$ cat src/rtl/lattice_display_reader.sv
// lattice_display_reader: scans the 9 lattice distribution banks in step with video timing
// and maps each lattice cell to an RGB pixel (density, ux, uy or raw centre-channel view).
// Latency: fixed 6 cycles from hcount/vcount to RGB; syncs/active delayed by the same 6 cycles.
// Backpressure: none; one pixel per clock. Reads are issued only for in-grid, active pixels
// while the solver is idle.
//
// Ports:
//   clk_in, rst_in            clock, synchronous active-high reset
//   hcount_in, vcount_in      pixel coordinates from the timing generator
//   hsync_in, vsync_in,
//   active_in                 timing strobes, re-emitted as *_out aligned with the pixel
//   lbm_state_in              solver state; only 3 (WAITING) allows reads
//   mode_in                   00 density, 01 ux, 10 uy, 11 raw centre channel
//   bram_data_in              9 bank read bytes, valid 2 cycles after addr_out
//   addr_out, read_en_out     shared read address (replicated on all 9 banks) and request
//   red_out/green_out/blue_out, hsync_out/vsync_out/active_out   registered pixel output
module lattice_display_reader #(
  parameter int  BRAM_DEPTH  = 31570,
  parameter int  GRID_W      = 205,
  parameter int  GRID_H      = 154,
  parameter int  SCALE_SHIFT = 2,
  localparam int BRAM_SIZE   = $clog2(BRAM_DEPTH)
) (
  input  logic                      clk_in,
  input  logic                      rst_in,
  input  logic [10:0]               hcount_in,
  input  logic [9:0]                vcount_in,
  input  logic                      hsync_in,
  input  logic                      vsync_in,
  input  logic                      active_in,
  input  logic [1:0]                lbm_state_in,
  input  logic [1:0]                mode_in,
  input  logic [8:0][7:0]           bram_data_in,
  output logic [8:0][BRAM_SIZE-1:0] addr_out,
  output logic                      read_en_out,
  output logic [7:0]                red_out,
  output logic [7:0]                green_out,
  output logic [7:0]                blue_out,
  output logic                      hsync_out,
  output logic                      vsync_out,
  output logic                      active_out
);

  localparam int CXW = 11 - SCALE_SHIFT;
  localparam int CYW = 10 - SCALE_SHIFT;
  localparam logic [1:0] ST_WAITING = 2'd3;

  // Bank indices
  localparam int B_C  = 0;
  localparam int B_N  = 1;
  localparam int B_NE = 2;
  localparam int B_E  = 3;
  localparam int B_SE = 4;
  localparam int B_S  = 5;
  localparam int B_SW = 6;
  localparam int B_W  = 7;
  localparam int B_NW = 8;

  // Per-pixel decisions taken at S0 and carried down the pipeline with the pixel.
  typedef struct packed {
    logic       active;
    logic       in_grid;
    logic       idle;
    logic [1:0] mode;
  } flags_t;

  flags_t         flg [0:4];   // flg[k] belongs to the pixel currently in stage Sk
  logic [CXW-1:0] s0_cx;
  logic [CYW-1:0] s0_cy;
  logic [4:0]     hs_dly;
  logic [4:0]     vs_dly;
  logic [11:0]    s4_rho;
  logic [10:0]    s4_ux;       // two's complement
  logic [10:0]    s4_uy;       // two's complement
  logic [7:0]     s4_c;

  // ---------------- S0 decode ----------------
  logic [CXW-1:0] cx;
  logic [CYW-1:0] cy;
  logic           in_grid;

  assign cx      = hcount_in[10:SCALE_SHIFT];
  assign cy      = vcount_in[9:SCALE_SHIFT];
  assign in_grid = (32'(cx) < 32'(GRID_W)) && (32'(cy) < 32'(GRID_H));

  // Sub-cell pixel bits select nothing: every pixel of a cell shows the same colour.
  logic unused_subcell;
  assign unused_subcell = ^{hcount_in[SCALE_SHIFT-1:0], vcount_in[SCALE_SHIFT-1:0]};

  // ---------------- S1 address ----------------
  logic                 rd_req;
  logic [BRAM_SIZE-1:0] addr_calc;

  assign rd_req    = flg[0].in_grid && flg[0].idle && flg[0].active;
  assign addr_calc = BRAM_SIZE'(s0_cy) * BRAM_SIZE'(GRID_W) + BRAM_SIZE'(s0_cx);

  // ---------------- S4 moments ----------------
  logic [11:0] rho_sum;
  logic [11:0] ux_pos, ux_neg, uy_pos, uy_neg;
  logic [11:0] ux_full, uy_full;

  always_comb begin
    rho_sum = '0;
    for (int b = 0; b < 9; b++) begin
      rho_sum = rho_sum + 12'(bram_data_in[b]);
    end
    ux_pos  = 12'(bram_data_in[B_E]) + 12'(bram_data_in[B_NE]) + 12'(bram_data_in[B_SE]);
    ux_neg  = 12'(bram_data_in[B_W]) + 12'(bram_data_in[B_SW]) + 12'(bram_data_in[B_NW]);
    uy_pos  = 12'(bram_data_in[B_N]) + 12'(bram_data_in[B_NE]) + 12'(bram_data_in[B_NW]);
    uy_neg  = 12'(bram_data_in[B_S]) + 12'(bram_data_in[B_SE]) + 12'(bram_data_in[B_SW]);
    // Range is +/-765, so the low 11 bits hold the exact signed value.
    ux_full = ux_pos - ux_neg;
    uy_full = uy_pos - uy_neg;
  end

  // ---------------- S5 colour map ----------------
  function automatic logic [7:0] sat255(input logic [12:0] v);
    return (v > 13'd255) ? 8'hFF : v[7:0];
  endfunction

  // |v|*2; negation done in 12 bits so -(-765) does not wrap.
  function automatic logic [12:0] dbl_mag(input logic [10:0] v);
    logic [11:0] e;
    e = {v[10], v};
    if (v[10]) begin
      e = -e;
    end
    return {e, 1'b0};
  endfunction

  logic [23:0] pix;

  always_comb begin
    pix = '0;
    if (flg[4].active && flg[4].in_grid) begin
      if (!flg[4].idle) begin
        pix = 24'h404040;   // solver owns the BRAMs: show busy grey
      end else begin
        case (flg[4].mode)
          2'b00: pix = {3{s4_rho[11:4]}};
          2'b01: begin
            if (s4_ux[10])         pix[7:0]   = sat255(dbl_mag(s4_ux));
            else if (s4_ux != '0)  pix[23:16] = sat255(dbl_mag(s4_ux));
          end
          2'b10: begin
            if (s4_uy[10])         pix[7:0]   = sat255(dbl_mag(s4_uy));
            else if (s4_uy != '0)  pix[15:8]  = sat255(dbl_mag(s4_uy));
          end
          default: pix = {3{s4_c}};
        endcase
      end
    end
  end

  // ---------------- pipeline registers ----------------
  always_ff @(posedge clk_in) begin
    if (rst_in) begin
      s0_cx       <= '0;
      s0_cy       <= '0;
      for (int i = 0; i < 5; i++) begin
        flg[i] <= '0;
      end
      hs_dly      <= '0;
      vs_dly      <= '0;
      addr_out    <= '0;
      read_en_out <= 1'b0;
      s4_rho      <= '0;
      s4_ux       <= '0;
      s4_uy       <= '0;
      s4_c        <= '0;
      red_out     <= '0;
      green_out   <= '0;
      blue_out    <= '0;
      hsync_out   <= 1'b0;
      vsync_out   <= 1'b0;
      active_out  <= 1'b0;
    end else begin
      // S0
      s0_cx          <= cx;
      s0_cy          <= cy;
      flg[0].active  <= active_in;
      flg[0].in_grid <= in_grid;
      flg[0].idle    <= (lbm_state_in == ST_WAITING);
      flg[0].mode    <= mode_in;
      // S1: address only moves on a real read, so it never leaves the lattice range.
      read_en_out <= rd_req;
      if (rd_req) begin
        addr_out <= {9{addr_calc}};
      end
      // S1..S4 flag carry
      for (int i = 1; i < 5; i++) begin
        flg[i] <= flg[i-1];
      end
      // S4
      s4_rho <= rho_sum;
      s4_ux  <= ux_full[10:0];
      s4_uy  <= uy_full[10:0];
      s4_c   <= bram_data_in[B_C];
      // S5
      {red_out, green_out, blue_out} <= pix;
      // Timing strobes: 5-stage chain plus the output register = 6 cycles.
      hs_dly     <= {hs_dly[3:0], hsync_in};
      vs_dly     <= {vs_dly[3:0], vsync_in};
      hsync_out  <= hs_dly[4];
      vsync_out  <= vs_dly[4];
      active_out <= flg[4].active;
    end
  end

endmodule

$ cat config.mk
export PLATFORM = sky130hd
export DESIGN_NAME = lattice_display_reader
export DESIGN_NICKNAME = d
export VERILOG_FILES = /design/src/rtl/lattice_display_reader.sv
export SDC_FILE = /design/constraint.sdc
export NUM_CORES = 1
export LEC_CHECK = 0
export ABC_AREA = 1
export CAP_MARGIN = 20
export CORE_MARGIN = 10
export CORE_UTILIZATION = 51
export DETAILED_ROUTE_END_ITERATION = 12
export PLACE_DENSITY = 0.93
export RECOVER_POWER = 100
export SYNTH_ARGS = -nofsm -noshare
export SYNTH_HDL_FRONTEND = slang
export SYNTH_SLANG_ARGS = --single-unit
$ cat constraint.sdc
create_clock -name clk_in -period 5.25 [get_ports clk_in]
set_clock_uncertainty 0.15 [all_clocks]
set_input_delay 1.3125 -clock clk_in [delete_from_list [all_inputs] [get_ports clk_in]]
set_output_delay 1.3125 -clock clk_in [all_outputs]
set_load 0.005 [all_outputs]
==> flow_summary.ini, run 1 <==
[detailed_routing]
drt_first_pass_iters = 5
wl_per_cell_um = 16.18
routed_wl_um = 29680
ant_nets = 0
vias = 8875
drc = 0
via_per_inst = 4.839
drtIter0Drc = 518

[outcome]
status = finished, final reports clean

[sta]
max_freq_ghz = 0.1980
grt_setup_unrepaired = no
drv_slew = 0
hold_viol_final = 0
period_needed_ps = 5051
layout_setup_ws_ps = 199.3
tightest_slew_ps = 1023
setup_viol = 0
holdWs_ps = 250.1
period_share = 0.9620
slew_headroom = 0.3175

[critical_path]
worstPathArrival_ps = 5250
crit_path_end_kind = flop
crit_family = adder cells
slowest_stage = fa_1
worstRegToRegCells = 18
crit_fanout = 5
critPathKind = input port to flop
rr_endpoint = addr_out[134]
cp.required_ps = 5450
path_buf_inv = 6
crit_chain = clkdlybuf4s50_1 -> inv_1 -> fa_1 -> inv_1 -> fa_1 -> fa_1 -> inv_1 -> fa_1 -> inv_1 -> ha_1 -> nand2_1 -> o21ai_1 -> clkbuf_2 -> nand2_1 -> nand3_1 -> nand2_1 -> nor2_1
startpoint_type = input port
r2r_slack_ps = 1130
cp_slowest_stage_delay_ps = 570
reg2reg_from = s0_cy[6]

[logic_synthesis]
synthArstFlopShare = 0
yosys_register_bits = 133
syn-num-nets = 1656
synthFlopType = dfxtp_1
ys_seq_area_frac = 0.2409
syn-cell-area_mm2 = 0.01105
synth.avg_cell_area_um2 = 8.279
synth-warning-count = 0
postSynthCellCount = 1335
synth.distinct_cells = 39
synth_edf_count = 0

[cts]
clockRootBuffer = clkbuf_16
cts_hold_repair.buffers = 0
cts.sinks = 133
cts_max_path_buffers = 2
cts_tree = built
clk_pin_slew_worst_paths_ps = 60
clkLatencyLatePin_ps = 420
cts_inserted_buffers = 17
htreeDepth = 4

[die]
core_area_mm2 = 0.02115
die_x_um = 167.2
start_util = 0.5224
die-height_um = 167.2
pin_count = 265
die_area_mm2 = 0.02796
rows = 53

[global_route]
grt_pass1_wl_um = 47800
first_global_vias = 9476
grt_max_degree = 59
antenna_found_initial = 0
globalRouteTotalUtil = 0.2103
gr-total-overflow = 0

[placed_design]
pre_cts_slack_ps = -257.8
numPortBuffers = 260
post-dp-hpwl_um = 24940
gp_congestion = 0.9678
dp.cells = 1802

[power_and_ir_drop]
power.density_mw_per_mm2 = 387.4
ir_drop_uv = 247.1
leakage_nw = 7.582

[finish]
num-fill-cells = 1630
area_growth_pct = 27.74
nets = 1867
drive_above_1_share = 0.06992
antenna_cells = 0
stdcell_count = 1834

[flow_run]
maxCapViolCount = 0

[min_path]
min_from = vs_dly[1]
worst_hold_path_type = flop to flop
min_path_cells = 2
hold_end = vs_dly[2]
-- metrics by stage --
| stage | power (mW) | utilization | setup TNS (ps) | area [um2] |
|---|---|---|---|---|
| global placement | 4.068 | 0.6398 | -816.4 | 13530 |
| finish | 5.469 | 0.6674 | 0 | 14120 |
| floorplan | 3.243 | - | 0 | 11050 |
| CTS | 5.456 | 0.6677 | 0 | 14120 |
| global route | 5.963 | 0.6674 | 0 | 14120 |
| detailed placement | 4.221 | 0.6398 | -1351 | 13530 |
-- placed cells by master, fill, tap and decap left out, types with 5 or more instances in the layout --
cell type / instances
ha_1: 82
a21oi_1: 66
clkbuf_16: 17
fa_1: 137
inv_1: 371
o21bai_1: 7
o21ai_0: 57
nand2_1: 125
inv_6: 5
clkdlybuf4s50_1: 91
nor2_1: 112
nor3_1: 9
o21a_1: 9
buf_4: 63
a31oi_1: 6
nand4_1: 6
dfxtp_1: 133
nand3_1: 38
dlygate4sd3_1: 168
xor2_1: 9
-- power breakdown --
part | internal (mW) | switching (mW)
registers | 1.13 | 0.0933
clock network | 0.693 | 0.503
logic | 1.24 | 1.81
total | 3.06 | 2.41
-- state kept, by name (all words and copies together), names as in the netlist --
register     flops
addr_out        15
hs_dly           5
s4_uy           11
s4_c             8
green_out        8
s0_cx            9
read_en_out      1
red_out          8
s4_ux           11
s4_rho           8
flg             25
vsync_out        1
s0_cy            8
hsync_out        1
active_out       1
vs_dly           5
blue_out         8
-- cells by family after synthesis --
logic type | synth area share
flip-flops | 0.2409
buffers and inverters | 0.2127
AND/OR/NAND/NOR | 0.1162
AO/OA/AOI/OAI | 0.08129
adder cells (fa/ha/maj) | 0.3410
XOR/XNOR | 0.007925
-- worst min-delay path: cells and delay by family (launching register included) --
family | cells | cell delay [ps]
flops | 1 | 300
simple gates | 1 | 30
buf+inv | 1 | 40
-- synth_stat cells (2+ instances only) --
master    instances  area share
nand4_1           6      0.0034
xor2_1            9      0.0071
nor2_4            2      0.0020
o211ai_1          3      0.0020
inv_1           371        0.13
clkbuf_1          9      0.0031
o21ai_1           7      0.0032
o21a_1            9      0.0061
a21boi_0          2      0.0014
o21ai_0          52       0.024
nand2_2           3      0.0017
nand2_4           2      0.0020
nor3_1            9      0.0041
buf_1             4      0.0014
o21bai_1          7      0.0048
buf_4           120       0.082
nand3b_1          3      0.0020
nor2_2            3      0.0017
a21oi_1          67       0.030
dfxtp_1         133        0.24
nand2_1         125       0.042
nand3_1          38       0.017
nor2_1          112       0.038
o221ai_1          2      0.0016
ha_1             82       0.093
fa_1            137        0.25
a31oi_1           6      0.0034
-- repair_timing --
action                                  in CTS  in global routing
buffers inserted                             0                  0
endpoints found under the setup margin       0                  2
endpoints found under the hold margin        0                  0
resized for setup                            0                  1
-- worst max-delay path by stage --
stage                                 from         to  slack (ps)  cells past startpoint
after global routing       bram_data_in[5]  s4_rho[8]          40                     17
after CTS                  bram_data_in[3]  s4_rho[8]         170                     17
final                     bram_data_in[12]  s4_rho[8]         200                     17
after detailed placement   bram_data_in[3]  s4_rho[8]        -260                     17
after floorplan            bram_data_in[5]  s4_rho[8]         510                     14
after global placement     bram_data_in[3]  s4_rho[8]        -160                     17
-- per-layer routing --
metal	wire length [um]	vias to the layer above	GRT usage
met2	14950	332	0.3739
met1	11600	4184	0.2382
met4	979	0	0.07949
li1	-	4288	-
met3	2146	71	0.05150
met5	0	-	0
-- cell type report --
type | instances | area [um2] | area share
Inverter | 372 | 1396 | 0.09891
Sequential cell | 133 | 2663 | 0.1886
Clock inverter | 13 | 137.6 | 0.009749
Timing Repair Buffer | 326 | 3082 | 0.2183
Clock buffer | 19 | 452.9 | 0.03208
Multi-Input combinational cell | 696 | 6042 | 0.4280
Tap cell | 275 | 344.1 | 0.02437
Power figures use the tool's default switching activity.
==> run 2, diff against run 1 <==
Settings changed: ABC_AREA 1 to not set, PLACE_DENSITY 0.93 to 0.94.
Clock period 5.25 ns to 5 ns, I/O delays scaled along.
==> run 2 against run 1 <==
Clock power up 7%. Final area down 1.3%. Highest routed layer unchanged. First-iteration DRC count up 26%. Worst setup slack worse by 250 ps. Routed wire length up 4.3%. Register-to-register slack worse by 540 ps. The run now ends with max-capacitance violations, max-slew violations, negative setup slack left. Non-clock buffer count up 24. Critical path type unchanged. Via count down 5.5%.
==> flow_summary.ini, run 2 <==
[finish]
layout_commonest_cell = inv_1
mostFrequentLayoutCells = 178 x inv_1, 163 x dlygate4sd3_1, 133 x dfxtp_1, 127 x fa_1, 90 x buf_4
largest_register = flg
largest_reg_flops = 25
antenna_cells = 0
drive_above_1_share = 0.1440
num-fill-cells = 1336
fin_util = 0.6883
stdcell_count = 1603
multi_input_comb_area_mm2 = 0.006146
nets = 1641
reg.largest.list = flg: 25 flops, addr_out: 15 flops
seq_area_mm2 = 0.002663
area_growth_pct = 32.84

[placed_design]
dp.cells = 1566
numPortBuffers = 260
gp_congestion = 0.8975
post-dp-hpwl_um = 24000
pre_cts_slack_ps = -681.0

[sta]
max_freq_ghz = 0.1980
slew_headroom = -0.3167
holdWs_ps = 282.5
drv_slew = 47
tightest_slew_ps = 1975
hold_viol_final = 0
setup_viol = 2
period_needed_ps = 5051
layout_setup_ws_ps = -50.81
period_share = 1.010

[die]
pin_count = 265
start_util = 0.5181
die-height_um = 163.4
core_area_mm2 = 0.02023
rows = 52
die_area_mm2 = 0.02669
die_x_um = 163.4

[cts]
cts_tree = built
clockRootBuffer = clkbuf_16
clkLatencyLatePin_ps = 420
cts.sinks = 133
cts_inserted_buffers = 17
cts_max_path_buffers = 2
htreeDepth = 4
clk_pin_slew_worst_paths_ps = 60
cts_hold_repair.buffers = 0

[global_route]
grt_max_degree = 65
antenna_found_initial = 0
globalRouteTotalUtil = 0.2173
first_global_vias = 8843
gr-total-overflow = 0
grt_pass1_wl_um = 45800

[logic_synthesis]
postSynthCellCount = 1092
synth.avg_cell_area_um2 = 9.601
synthFlopType = dfxtp_1
synth.distinct_cells = 46
syn-num-nets = 1413
yosys-top-cells-area = fa_1 26%, dfxtp_1 25%, ha_1 9.8%
synthTopCellsByCount = 219 x inv_1, 137 x fa_1, 133 x dfxtp_1, 120 x buf_4, 82 x ha_1
yosys.area.top_type = fa_1
synth.top_cell.area_share = 0.2616
yosys_register_bits = 133
syn-cell-area_mm2 = 0.01048
ys_seq_area_frac = 0.2540
yosysMostFrequentCell = inv_1
synthArstFlopShare = 0
synth_edf_count = 0
synth-warning-count = 0

[detailed_routing]
via_per_inst = 5.230
drt_first_pass_iters = 10
drtIter0Drc = 652
routed_wl_um = 30970
wl_per_cell_um = 19.32
ant_nets = 0
vias = 8384
drc = 0

[critical_path]
reg2reg_from = s0_cy[0]
worstPathArrival_ps = 5230
cp_slowest_stage_delay_ps = 580
cp.required_ps = 5180
rr_endpoint = addr_out[134]
startpoint_type = input port
crit_path_end = s4_uy[7]
critPathKind = input port to flop
crit_path_end_kind = flop
worstSetupStartpoint = bram_data_in[34]
r2r_slack_ps = 590
slowest_stage = fa_1
worstRegToRegCells = 15
crit_chain = clkdlybuf4s50_1 -> inv_1 -> fa_1 -> fa_1 -> fa_1 -> inv_1 -> fa_2 -> nor2b_2 -> o21a_1 -> o21ai_2 -> a21oi_2 -> nor3_1 -> nor3_1
crit_fanout = 3
cpMostUsedCell = fa_1

[power_and_ir_drop]
power_frac_comb = 0.589
power.density_mw_per_mm2 = 451.0
sw_frac_of_total = 0.4101
clkPwrFrac = 0.204
switching_power_mw = 2.576
power_frac_seq = 0.207
p_int_mw = 3.705
ir_drop_uv = 369.4
leakage_nw = 7.096

[min_path]
worst_hold_path_type = flop to flop

[outcome]
status = finished, violations left
violations = max-capacitance violations, max-slew violations, negative setup slack

[flow_run]
maxCapViolCount = 1
-- run 2: changes by cell type in the layout (fill, tap and decap cells not counted), moves of 12 or more --
cell / previous run / this run
clkdlybuf4s50_1: 91 / 50
nand3_1: 38 / 9
nor2b_1: 0 / 63
a22oi_1: 1 / 13
o21ai_0: 57 / 29
buf_4: 63 / 90
nand2_1: 125 / 31
xnor2_1: 1 / 18
inv_1: 371 / 178
a21oi_1: 66 / 38
dlymetal6s2s_1: 0 / 35
inv_2: 1 / 41
nor2_1: 112 / 59
-- run 2: cells by family (layout without fill, tap and decap cells) --
group | after synthesis | count (layout) | synth area share
buffers and inverters | 360 | 601 | 0.1719
adder cells (fa/ha/maj) | 219 | 219 | 0.3595
XOR/XNOR | 33 | 33 | 0.02757
flip-flops | 133 | 133 | 0.2540
AND/OR/NAND/NOR | 202 | 202 | 0.09930
AO/OA/AOI/OAI | 145 | 145 | 0.08784
-- run 2: power groups by stage --
stage	combinational, mW	clock (mW)	sequential, mW
2_1_floorplan	2.07	0	1.27
6_report	3.70	1.28	1.30
5_1_grt	4.03	1.35	1.30
3_5_place_dp	3.06	0	1.31
3_3_place_gp	2.83	0	1.31
4_1_cts	3.34	1.30	1.29
-- run 2: worst min path at each step --
stage,from,to,slack (ps),cells past startpoint
3_3_place_gp,flg[0][19],flg[0][24],270,1
6_report,vs_dly[0],vs_dly[1],280,1
4_1_cts,hs_dly[3],hs_dly[4],290,1
2_1_floorplan,flg[0][5],flg[0][10],260,1
3_5_place_dp,hs_dly[3],hs_dly[4],270,1
5_1_grt,flg[0][8],flg[0][13],300,1
-- run 2: per-layer routing --
layer | wire, um | share of wire | vias up | GRT usage
met5 | 0 | 0 | - | 0
met4 | 1635 | 0.053 | 0 | 0.09713
met3 | 2959 | 0.096 | 131 | 0.05210
met2 | 15500 | 0.50 | 512 | 0.3950
met1 | 10870 | 0.35 | 4004 | 0.2335
li1 | - | - | 3737 | -
-- run 2: repair_timing --
action                     in CTS  in global routing
gates resized for setup        39                 78
pin swaps                      33                 47
buffers inserted                3                  2
setup endpoints to repair      10                 12
gates cloned                    0                  0
-- run 2: worst max-delay path, delay by kind of cell --
family | cells | cell delay (ps)
compound gates | 3 | 640
fa+ha+maj | 4 | 2100
buf+inv | 3 | 780
simple gates | 3 | 440
-- run 2: layout make-up --
class                   instances  share of cell area
well taps                     270             0.02426
multi-input cells             599              0.4413
flip-flops and latches        133              0.1912
clock buffers                  18             0.03153
clock inverters                14             0.01240
repair buffers                350              0.2403
inverters                     219             0.05902
-- run 2: metrics by stage --
stage / instance area (um2) / power [mW] / TNS, ps
floorplan: 10490 / 3.342 / 0
global route: 13930 / 6.678 / -415.2
global placement: 13090 / 4.137 / -4344
CTS: 13780 / 5.922 / 0
detailed placement: 13090 / 4.372 / -6901
finish: 13930 / 6.281 / -89.45
